<file path="src/rtl/seq_divider_pkg.sv">
// seq_divider_pkg: shared types and constants for the sequential divider.
// Holds the FSM state encoding and the default operand width.
package seq_divider_pkg;

   localparam int DEFAULT_WIDTH = 8;

   typedef enum logic [1:0] {
      ST_IDLE = 2'd0,
      ST_RUN  = 2'd1,
      ST_DONE = 2'd2
   } state_e;

endpackage : seq_divider_pkg

</file>
<file path="src/rtl/seq_divider_div_step.sv">
// div_step: one restoring-division iteration.
// Shifts the next dividend bit into the partial remainder, trial-subtracts the
// divisor, and returns the quotient bit and the restored/updated remainder.
// The partial remainder is WIDTH+1 bits wide; the trial subtraction carries
// one extra bit so its borrow is never lost.
module div_step #(
   parameter int WIDTH = 8
) (
   input  logic [WIDTH:0]   rem,
   input  logic             dvd_msb,
   input  logic [WIDTH-1:0] divisor,
   output logic             q_bit,
   output logic [WIDTH:0]   next_rem
);

   logic [WIDTH+1:0] shifted;
   logic [WIDTH+1:0] trial;

   // Shift, trial subtract, keep the difference only when it did not borrow
   always_comb begin
      shifted  = {rem, dvd_msb};
      trial    = shifted - {2'b00, divisor};
      q_bit    = (shifted >= {2'b00, divisor});
      next_rem = (WIDTH+1)'(q_bit ? trial : shifted);
   end

endmodule : div_step

</file>
<file path="src/rtl/seq_divider.sv">
// seq_divider: sequential restoring divider, one quotient bit per clock.
// Handshake: start is sampled only while busy is low (IDLE or DONE); an
// accepted start captures the operands, busy is high for WIDTH cycles, then
// done pulses for one cycle with quotient/remainder/div_by_zero valid. The
// result registers hold their value until the next done pulse.
// A zero divisor skips the iteration phase and completes on the next cycle.
// Optional build macro SEQ_DIVIDER_SIGNED_EN adds a signed_mode input that
// selects truncating two's-complement division (magnitudes are divided and
// signs applied afterwards; latency is unchanged).
// dbg_state exposes the FSM state for observation.
module seq_divider
   import seq_divider_pkg::*;
#(
   parameter int WIDTH = DEFAULT_WIDTH
) (
   input  logic             clk,
   input  logic             rst_n,
   input  logic             start,
   input  logic [WIDTH-1:0] dividend,
   input  logic [WIDTH-1:0] divisor,
`ifdef SEQ_DIVIDER_SIGNED_EN
   input  logic             signed_mode,
`endif
   output logic             busy,
   output logic             done,
   output logic [WIDTH-1:0] quotient,
   output logic [WIDTH-1:0] remainder,
   output logic             div_by_zero,
   output state_e           dbg_state
);

   localparam int CNT_W = $clog2(WIDTH + 1);
   localparam logic [CNT_W-1:0] LAST_CNT = CNT_W'(WIDTH - 1);

   state_e             state;
   logic [WIDTH:0]     rem_q;
   logic [WIDTH-1:0]   dvd_q;
   logic [WIDTH-1:0]   dvs_q;
   logic [CNT_W-1:0]   cnt;

   logic               accept;
   logic               q_bit;
   logic [WIDTH:0]     next_rem;
   logic [WIDTH-1:0]   dvd_mag;
   logic [WIDTH-1:0]   dvs_mag;
   logic [WIDTH-1:0]   q_raw;
   logic [WIDTH-1:0]   r_raw;
   logic [WIDTH-1:0]   q_res;
   logic [WIDTH-1:0]   r_res;

   assign accept    = start & (state != ST_RUN);
   assign dbg_state = state;

   // Final iteration's quotient includes the bit being produced this cycle
   assign q_raw = {dvd_q[WIDTH-2:0], q_bit};
   assign r_raw = next_rem[WIDTH-1:0];

   div_step #(.WIDTH(WIDTH)) u_step (
      .rem      (rem_q),
      .dvd_msb  (dvd_q[WIDTH-1]),
      .divisor  (dvs_q),
      .q_bit    (q_bit),
      .next_rem (next_rem)
   );

`ifdef SEQ_DIVIDER_SIGNED_EN
   logic neg_dvd;
   logic neg_dvs;
   logic q_neg_q;
   logic r_neg_q;

   assign neg_dvd = signed_mode & dividend[WIDTH-1];
   assign neg_dvs = signed_mode & divisor[WIDTH-1];
   // The most-negative magnitude is representable as an unsigned WIDTH value,
   // so most-negative / -1 naturally yields the most-negative pattern.
   assign dvd_mag = neg_dvd ? (~dividend + WIDTH'(1)) : dividend;
   assign dvs_mag = neg_dvs ? (~divisor + WIDTH'(1)) : divisor;
   assign q_res   = q_neg_q ? (~q_raw + WIDTH'(1)) : q_raw;
   assign r_res   = r_neg_q ? (~r_raw + WIDTH'(1)) : r_raw;

   // Capture result signs alongside the operands on an accepted start
   always_ff @(posedge clk or negedge rst_n) begin
      if (!rst_n) begin
         q_neg_q <= 1'b0;
         r_neg_q <= 1'b0;
      end else if (accept) begin
         q_neg_q <= neg_dvd ^ neg_dvs;
         r_neg_q <= neg_dvd;
      end
   end
`else
   assign dvd_mag = dividend;
   assign dvs_mag = divisor;
   assign q_res   = q_raw;
   assign r_res   = r_raw;
`endif

   // Control FSM, iteration datapath and registered result outputs
   always_ff @(posedge clk or negedge rst_n) begin
      if (!rst_n) begin
         state       <= ST_IDLE;
         busy        <= 1'b0;
         done        <= 1'b0;
         quotient    <= '0;
         remainder   <= '0;
         div_by_zero <= 1'b0;
         rem_q       <= '0;
         dvd_q       <= '0;
         dvs_q       <= '0;
         cnt         <= '0;
      end else begin
         done <= 1'b0;
         case (state)
            ST_IDLE, ST_DONE: begin
               state <= ST_IDLE;
               busy  <= 1'b0;
               if (accept) begin
                  if (divisor == '0) begin
                     state       <= ST_DONE;
                     done        <= 1'b1;
                     quotient    <= '1;
                     remainder   <= dividend;
                     div_by_zero <= 1'b1;
                  end else begin
                     state <= ST_RUN;
                     busy  <= 1'b1;
                     rem_q <= '0;
                     dvd_q <= dvd_mag;
                     dvs_q <= dvs_mag;
                     cnt   <= '0;
                  end
               end
            end
            ST_RUN: begin
               rem_q <= next_rem;
               dvd_q <= q_raw;
               cnt   <= cnt + 1'b1;
               if (cnt == LAST_CNT) begin
                  state       <= ST_DONE;
                  busy        <= 1'b0;
                  done        <= 1'b1;
                  quotient    <= q_res;
                  remainder   <= r_res;
                  div_by_zero <= 1'b0;
               end
            end
            default: begin
               state <= ST_IDLE;
               busy  <= 1'b0;
            end
         endcase
      end
   end

endmodule : seq_divider

</file>
<file path="config.mk">
export PLATFORM = sky130hd
export DESIGN_NAME = seq_divider
export DESIGN_NICKNAME = d
export VERILOG_FILES = /design/src/rtl/seq_divider_pkg.sv /design/src/rtl/seq_divider_div_step.sv /design/src/rtl/seq_divider.sv
export SDC_FILE = /design/constraint.sdc
export NUM_CORES = 1
export LEC_CHECK = 0
export BUFFER_PORTS_ARGS = -buffer_cell sky130_fd_sc_hd__buf_2
export CAP_MARGIN = 10
export CORE_MARGIN = 1
export CORE_UTILIZATION = 63
export CTS_BUF_LIST = sky130_fd_sc_hd__clkbuf_8
export CTS_CLUSTER_DIAMETER = 40
export DETAILED_ROUTE_END_ITERATION = 6
export PLACE_DENSITY = 0.87
export SLEW_MARGIN = 20
export SYNTH_ARGS = -nofsm -noshare
export SYNTH_HDL_FRONTEND = slang
export SYNTH_SLANG_ARGS = --single-unit
</file>
<file path="constraint.sdc">
create_clock -name clk -period 4.1 [get_ports clk]
set_clock_uncertainty 0.15 [all_clocks]
set_input_delay 0.82 -clock clk [delete_from_list [all_inputs] [get_ports clk]]
set_output_delay 0.82 -clock clk [all_outputs]
set_load 0.01 [all_outputs]
</file>
After elaboration in Yosys (flattened, before gate mapping)

Index checks and enable logic that the tools add are counted.

Bits in registers: 50
Input bits: 19
Output and inout bits: 21

$add $sub $neg: 2
$lt $le $gt $ge: 1
Equality and inequality tests: 8
Multiplexer cells: 33
Bitwise operators: 2
Reduce and logical (&&, ||, !) cells: 7

Operators by type and width:

| kind                  | number |
|---|---|
| $mux W8               | 8 |
| $pmux W8 S2           | 3 |
| $mux W9               | 3 |
| $pmux W9 S2           | 1 |
| $ge A10 B8 Y1         | 1 |
| $sub A9 B8 Y9         | 1 |
| $logic_not A8 Y1      | 1 |
| $mux W1               | 8 |
| $mux W4               | 2 |
| $ne A2 B2 Y1 const B  | 4 |
| $pmux W4 S2           | 1 |
| $mux W2               | 3 |
| $pmux W1 S2           | 3 |
| $reduce_and A3 Y1     | 2 |
| $add A4 B1 Y4 const B | 1 |
| $eq A4 B3 Y1 const B  | 1 |
| $pmux W2 S2           | 1 |
| $reduce_and A4 Y1     | 1 |
| $eq A2 B1 Y1 const B  | 1 |
| $eq A2 B2 Y1 const B  | 1 |
| $logic_not A2 Y1      | 1 |
| $ne A2 B1 Y1 const B  | 1 |
| $reduce_bool A2 Y1    | 1 |
| $reduce_or A2 Y1      | 1 |
| other kinds (2)       | 2 |

Depth between registers and ports, before layout

Word-level depth: 4
Depth in mapped cells: 10
Depth with buffers taken out: 9

Hierarchy

Synthesis repeated with hierarchy kept, for this count alone.

Cells, all modules: 287
Area, all modules: 2,670.1 um^2

By module, submodules not included:

| module      | instances | cells an instance | area each (um^2) | seq. area each (um^2) |
|---|---|---|---|---|
| seq_divider | 1         | 212               | 2,147.1          | 1,251.2 |
| div_step    | 1         | 75                | 523.0            | 0.0 |

Least setup slack after synthesis

No wires, ideal clock.

Kind: register -> register
From: register dvd_q[7]
To: register rem_q[7]
Library setup time: 0.131 ns
Arrival: 2.072 ns
Required time: 3.819 ns
Setup slack: 1.747 ns
Stages on the path, launching flop included: 11
Buffers on the path: 1
Clock period less this slack: 2.353 ns
Cell sequence: dfrtp_1 -> inv_1 -> ha_1 -> inv_1 -> fa_1 -> nand3_1 -> a31oi_2 -> or4_1 -> buf_6 -> nand2_2 -> o221ai_2

Longest elaborated chain between the ends: 3
Elaborated cells between the ends (all ways): 4

Ends and longest elaborated chain:

| what                                                  | line                                                   | text |
|---|---|---|
| start: declaration                                    | seq_divider.sv:37                                      | `logic [WIDTH-1:0] dvd_q;` |
| start signal: assignment                              | seq_divider.sv:128                                     | `dvd_q <= dvd_mag;` |
| start signal: assignment                              | seq_divider.sv:136                                     | `dvd_q <= q_raw;` |
| $sub A9 B8 Y9 / $ge A10 B8 Y1 (equally long branches) | seq_divider_div_step.sv:22, seq_divider_div_step.sv:23 |  |
| $mux W9 *                                             | seq_divider_div_step.sv:24                             | `next_rem = (WIDTH+1)'(q_bit ? trial : shifted);` |
| $pmux W9 S2 *                                         | seq_divider.sv:113                                     | `case (state)` |
| end signal: assignment                                | seq_divider.sv:135                                     | `rem_q <= next_rem;` |
| end: declaration                                      | seq_divider.sv:36                                      | `logic [WIDTH:0] rem_q;` |

Mark *: on every way between the ends. The rest lies on a longest branch, timed or not.
A chain may end at the register's enable or synchronous reset.

Final worst setup path

From: register dvd_q[7]
To: register remainder[3]

Longest elaborated chain between the ends: 4
Elaborated cells between the ends (all ways): 5

Ends and longest elaborated chain:

| what                                                  | line                                                   | text |
|---|---|---|
| $sub A9 B8 Y9 / $ge A10 B8 Y1 (equally long branches) | seq_divider_div_step.sv:22, seq_divider_div_step.sv:23 |  |
| $mux W9 *                                             | seq_divider_div_step.sv:24                             |  |
| $mux W8 *                                             | seq_divider.sv:138                                     | `if (cnt == LAST_CNT) begin` |
| $pmux W8 S2 *                                         | seq_divider.sv:113                                     |  |
| end signal: assignment                                | seq_divider.sv:122                                     | `remainder <= dividend;` |
| end signal: assignment                                | seq_divider.sv:143                                     | `remainder <= r_res;` |
| end: declaration                                      | seq_divider.sv:27                                      | `output logic [WIDTH-1:0] remainder,` |

Mark *: on every way between the ends. The rest lies on a longest branch, timed or not. The select of a mux whose other input is x is not followed.

==> Implementation_results.wiki <==
{| class="wikitable"
! Metric !! Value
|-
| Result of the run || finished clean
|-
| Sequential fraction of the synthesis area || 0.464
|-
| Number of buffers created by CTS || 5
|-
| Reg-to-reg endpoint || remainder[3]
|-
| Path depth of the worst reg2reg path || 10
|-
| Die X-Extent || between 60 and 70 microns
|-
| Required time of the critical path || about 4.2 ns
|-
| Most common flop cell mapped by yosys || sky130_fd_sc_hd__dfrtp_1
|-
| Worst hold path startpoint || dvs_q[5]
|-
| Via-per-instance ratio || ~5.8
|-
| Syn nets || roughly 320
|-
| Estimated wirelength of the detail-placed design || between 3 and 4 mm
|-
| Number of max-slew violations in the final report || 0
|-
| Full die area || about 4500 sq um
|-
| Commonest cells after routing, fill and taps aside || sky130_fd_sc_hd__nand2_1 (50), sky130_fd_sc_hd__dfrtp_1 (50), sky130_fd_sc_hd__nor2_1 (38), sky130_fd_sc_hd__buf_2 (38), sky130_fd_sc_hd__a21oi_1 (24)
|-
| Maximum number of pins on one net before global-route repair || ~50
|-
| Actual transition at the worst max-transition pin || approximately 0.73 ns
|-
| Number of inserted diodes || 0
|-
| Number of nets with antenna violations after routing || 0
|-
| DR iter-0 viols || approximately 230
|-
| Count of clock tree sinks || 50
|-
| Gate count after technology mapping || 295
|-
| Register-to-register setup slack || about 1.3 ns
|-
| Area share of the leading cell type in the synthesized netlist || 0.464
|-
| Post-synthesis to final-layout area growth || 9.24%
|-
| Clock slew seen by the registers of the worst setup and hold paths || 0.09 ns
|-
| Weighted congestion reported at the end of routability-driven placement || about 0.84
|-
| Seq cells post-synth || 50
|-
| Post-synth ARST share || 1.00
|-
| Fraction of final layout cells with drive strength greater than 1 || 0.213
|-
| Arrival time at the worst endpoint || 2.85 ns
|-
| TritonCTS clock tree || done
|-
| Max-capacitance violation count || 0
|-
| Leading area contributor after synthesis || sky130_fd_sc_hd__dfrtp_1
|-
| Count of cell types in the netlist || 50
|-
| Startpoint of the worst-slack reg-to-reg timing path || dvd_q[7]
|-
| Effective utilization at floorplan || 0.664
|-
| Standard cell core area || 4060 sq um
|-
| Critical path endpoint category || flop
|-
| DRC viols || 0
|-
| Resized Gates After CTS || 0
|-
| Number of cell rows || 23
|-
| Wire per inst || approximately 14 microns
|-
| Overall global routing resource usage || 0.269
|-
| Count of boundary I/O pins || 40
|-
| Biggest fanout along the worst timing path || 7
|-
| Worst hold path endpoint || dvs_q[5]
|-
| Avg Inst Size Synth || between 9 and 10 sq um
|-
| H-tree lvl count || 2
|-
| Number of antenna violations at the first check in global routing || 0
|-
| Share of the core filled with cells in the final layout || 0.725
|-
| Buffers added on ports || 39
|-
| Setup repair after global routing missed its margin || no
|-
| Via count of the first global-routing pass || between 1500 and 2000
|-
| Setup-violating endpoint count in the final report || 0
|-
| Clock latency on the worst-skew pair || between 0.3 and 0.4 ns
|-
| Pwr/cell area || around 940 nW/um^2
|-
| Synth top area cells || sky130_fd_sc_hd__dfrtp_1 (46%), sky130_fd_sc_hd__nand2_1 (7.0%), sky130_fd_sc_hd__nor2_1 (5.3%)
|-
| CTS Root Buffer Type || sky130_fd_sc_hd__clkbuf_8
|-
| Relative slew margins || 0.516
|-
| Final Hold Viols || 0
|-
| Critical path class || flop to flop
|-
| Post-synthesis instance area || 2690 sq um
|-
| CTS Hold Buffers Added || 0
|-
| Overall via count from detail_route || approximately 2200
|-
| Buffer depth of the longest clock path || 2
|-
| Hold Path Depth || 2
|-
| Gr ovfl total || 0
|-
| Detailed Routing Iterations Pass 1 || 5
|-
| # Post-CTS Setup Buffers || 0
|-
| Count of warnings emitted by yosys || 0
|-
| Crit path launch type || flop
|-
| Detailed Route WL || 5.48 mm
|-
| Static leakage || between 1 and 1.5 nW
|-
| Tightest Hold Check Type || flop to flop
|-
| Worst-case vdd ir drop || approximately 0.5 mV
|-
| Vertical die dimension || 67.4 microns
|-
| Shortest period the worst path allows || ~2.8 ns
|-
| Final period utilization || 0.678
|-
| Number of enable-type register cells in the synthesized netlist || 0
|-
| Maximum clock rate || between 300 and 400 MHz
|-
| Final setup TNS || 0 ns
|-
| Fin nets || between 300 and 400
|-
| Global-route wire length before repair || 9.13 mm
|}
-- metal layers --
layer  track usage  wire length (microns)
met5             0                      0
met2         0.439                   2590
met4        0.0638                     55
met3        0.0507                    275
met1         0.368                   2560
-- worst max-delay path by stage --
| stage | from | end | slack, ns | cells past startpoint |
|---|---|---|---|---|
| 6_report | dvd_q[7] | remainder[3] | 1.32 | 10 |
| 5_1_grt | dvd_q[7] | remainder[3] | 1.17 | 10 |
| 4_1_cts | dvd_q[7] | remainder[3] | 1.36 | 10 |
| 3_5_place_dp | start | remainder[2] | 1.34 | 7 |
| 3_3_place_gp | start | quotient[0] | 1.37 | 7 |
| 2_1_floorplan | dvd_q[7] | rem_q[7] | 1.75 | 10 |
-- cells in the mapped netlist, types with 2 or more instances --
master and number:
sky130_fd_sc_hd__dfrtp_1 50, sky130_fd_sc_hd__nand2_1 50, sky130_fd_sc_hd__nor2_1 38, sky130_fd_sc_hd__a21oi_1 24
sky130_fd_sc_hd__o21ai_0 13, sky130_fd_sc_hd__inv_1 10, sky130_fd_sc_hd__nand3_1 10, sky130_fd_sc_hd__ha_1 9
sky130_fd_sc_hd__nand3_2 9, sky130_fd_sc_hd__a31oi_1 6, sky130_fd_sc_hd__buf_2 6, sky130_fd_sc_hd__nor3_1 6
sky130_fd_sc_hd__clkbuf_1 5, sky130_fd_sc_hd__nand4_1 5, sky130_fd_sc_hd__nor2b_1 5, sky130_fd_sc_hd__xor2_1 4
sky130_fd_sc_hd__a22oi_1 2, sky130_fd_sc_hd__and2_1 2, sky130_fd_sc_hd__buf_4 2, sky130_fd_sc_hd__buf_6 2
sky130_fd_sc_hd__mux2i_1 2, sky130_fd_sc_hd__nor4_1 2, sky130_fd_sc_hd__o21a_1 2, sky130_fd_sc_hd__o21ai_1 2
sky130_fd_sc_hd__o221ai_2 2, sky130_fd_sc_hd__o22ai_1 2, sky130_fd_sc_hd__xnor2_1 2
-- area by class of cell --
| cell class | instances | area [sq um] |
|---|---|---|
| clock buffers | 5 | 68.8 |
| multi-input cells | 219 | 1290 |
| fillers | 326 | 1110 |
| well taps | 50 | 62.6 |
| clock inverters | 2 | 13.8 |
| flip-flops and latches | 50 | 1250 |
| repair buffers | 42 | 220 |
| inverters | 10 | 37.5 |
-- cell families (layout without fill, tap and decap cells) --
family	count (synthesis)	in the layout	share of synthesized area
mux	2	2	0.00743
simple gates	138	138	0.251
compound gates	63	63	0.150
xor+xnor	6	6	0.0195
flops	50	50	0.464
fa+ha+maj	10	10	0.0492
buf+inv	26	59	0.0581
-- stage by stage --
step	total power, mW	instance area, sq um	cells	hold slack [ns]	setup WS (ns)
2_1_floorplan	2.20	2690	295	0.296	1.75
3_3_place_gp	2.43	2860	371	0.306	1.37
3_5_place_dp	2.47	2860	371	0.320	1.34
4_1_cts	2.76	2940	378	0.342	1.36
5_1_grt	3.02	2940	378	0.365	1.17
6_report	2.77	2940	378	0.335	1.32
-- registers in the layout, indices dropped and copies added (netlist names) --
signal and cells:
rem_q 9, quotient 8, div_by_zero 1, busy 1
dvd_q 8, dvs_q 8, done 1, remainder 8
cnt 4, dbg_state 2
-- critical path, stage by stage, from the launching register on --
cell	delay [ns]
sky130_fd_sc_hd__dfrtp_1	0.40
sky130_fd_sc_hd__inv_1	0.08
sky130_fd_sc_hd__ha_1	0.17
sky130_fd_sc_hd__inv_1	0.06
sky130_fd_sc_hd__fa_1	0.41
sky130_fd_sc_hd__nand3_1	0.17
sky130_fd_sc_hd__a31oi_2	0.12
sky130_fd_sc_hd__nor4_2	0.57
sky130_fd_sc_hd__buf_4	0.29
sky130_fd_sc_hd__nand3_2	0.09
sky130_fd_sc_hd__a31oi_1	0.19
-- where the power goes --
group	switching (mW)	leakage (nW)	total [mW]	internal, mW
Clock	0.166	0.0444	0.284	0.118
Sequential	0.152	0.566	0.873	0.720
Combinational	0.960	0.754	1.62	0.655
Power figures use the tool's default switching activity.
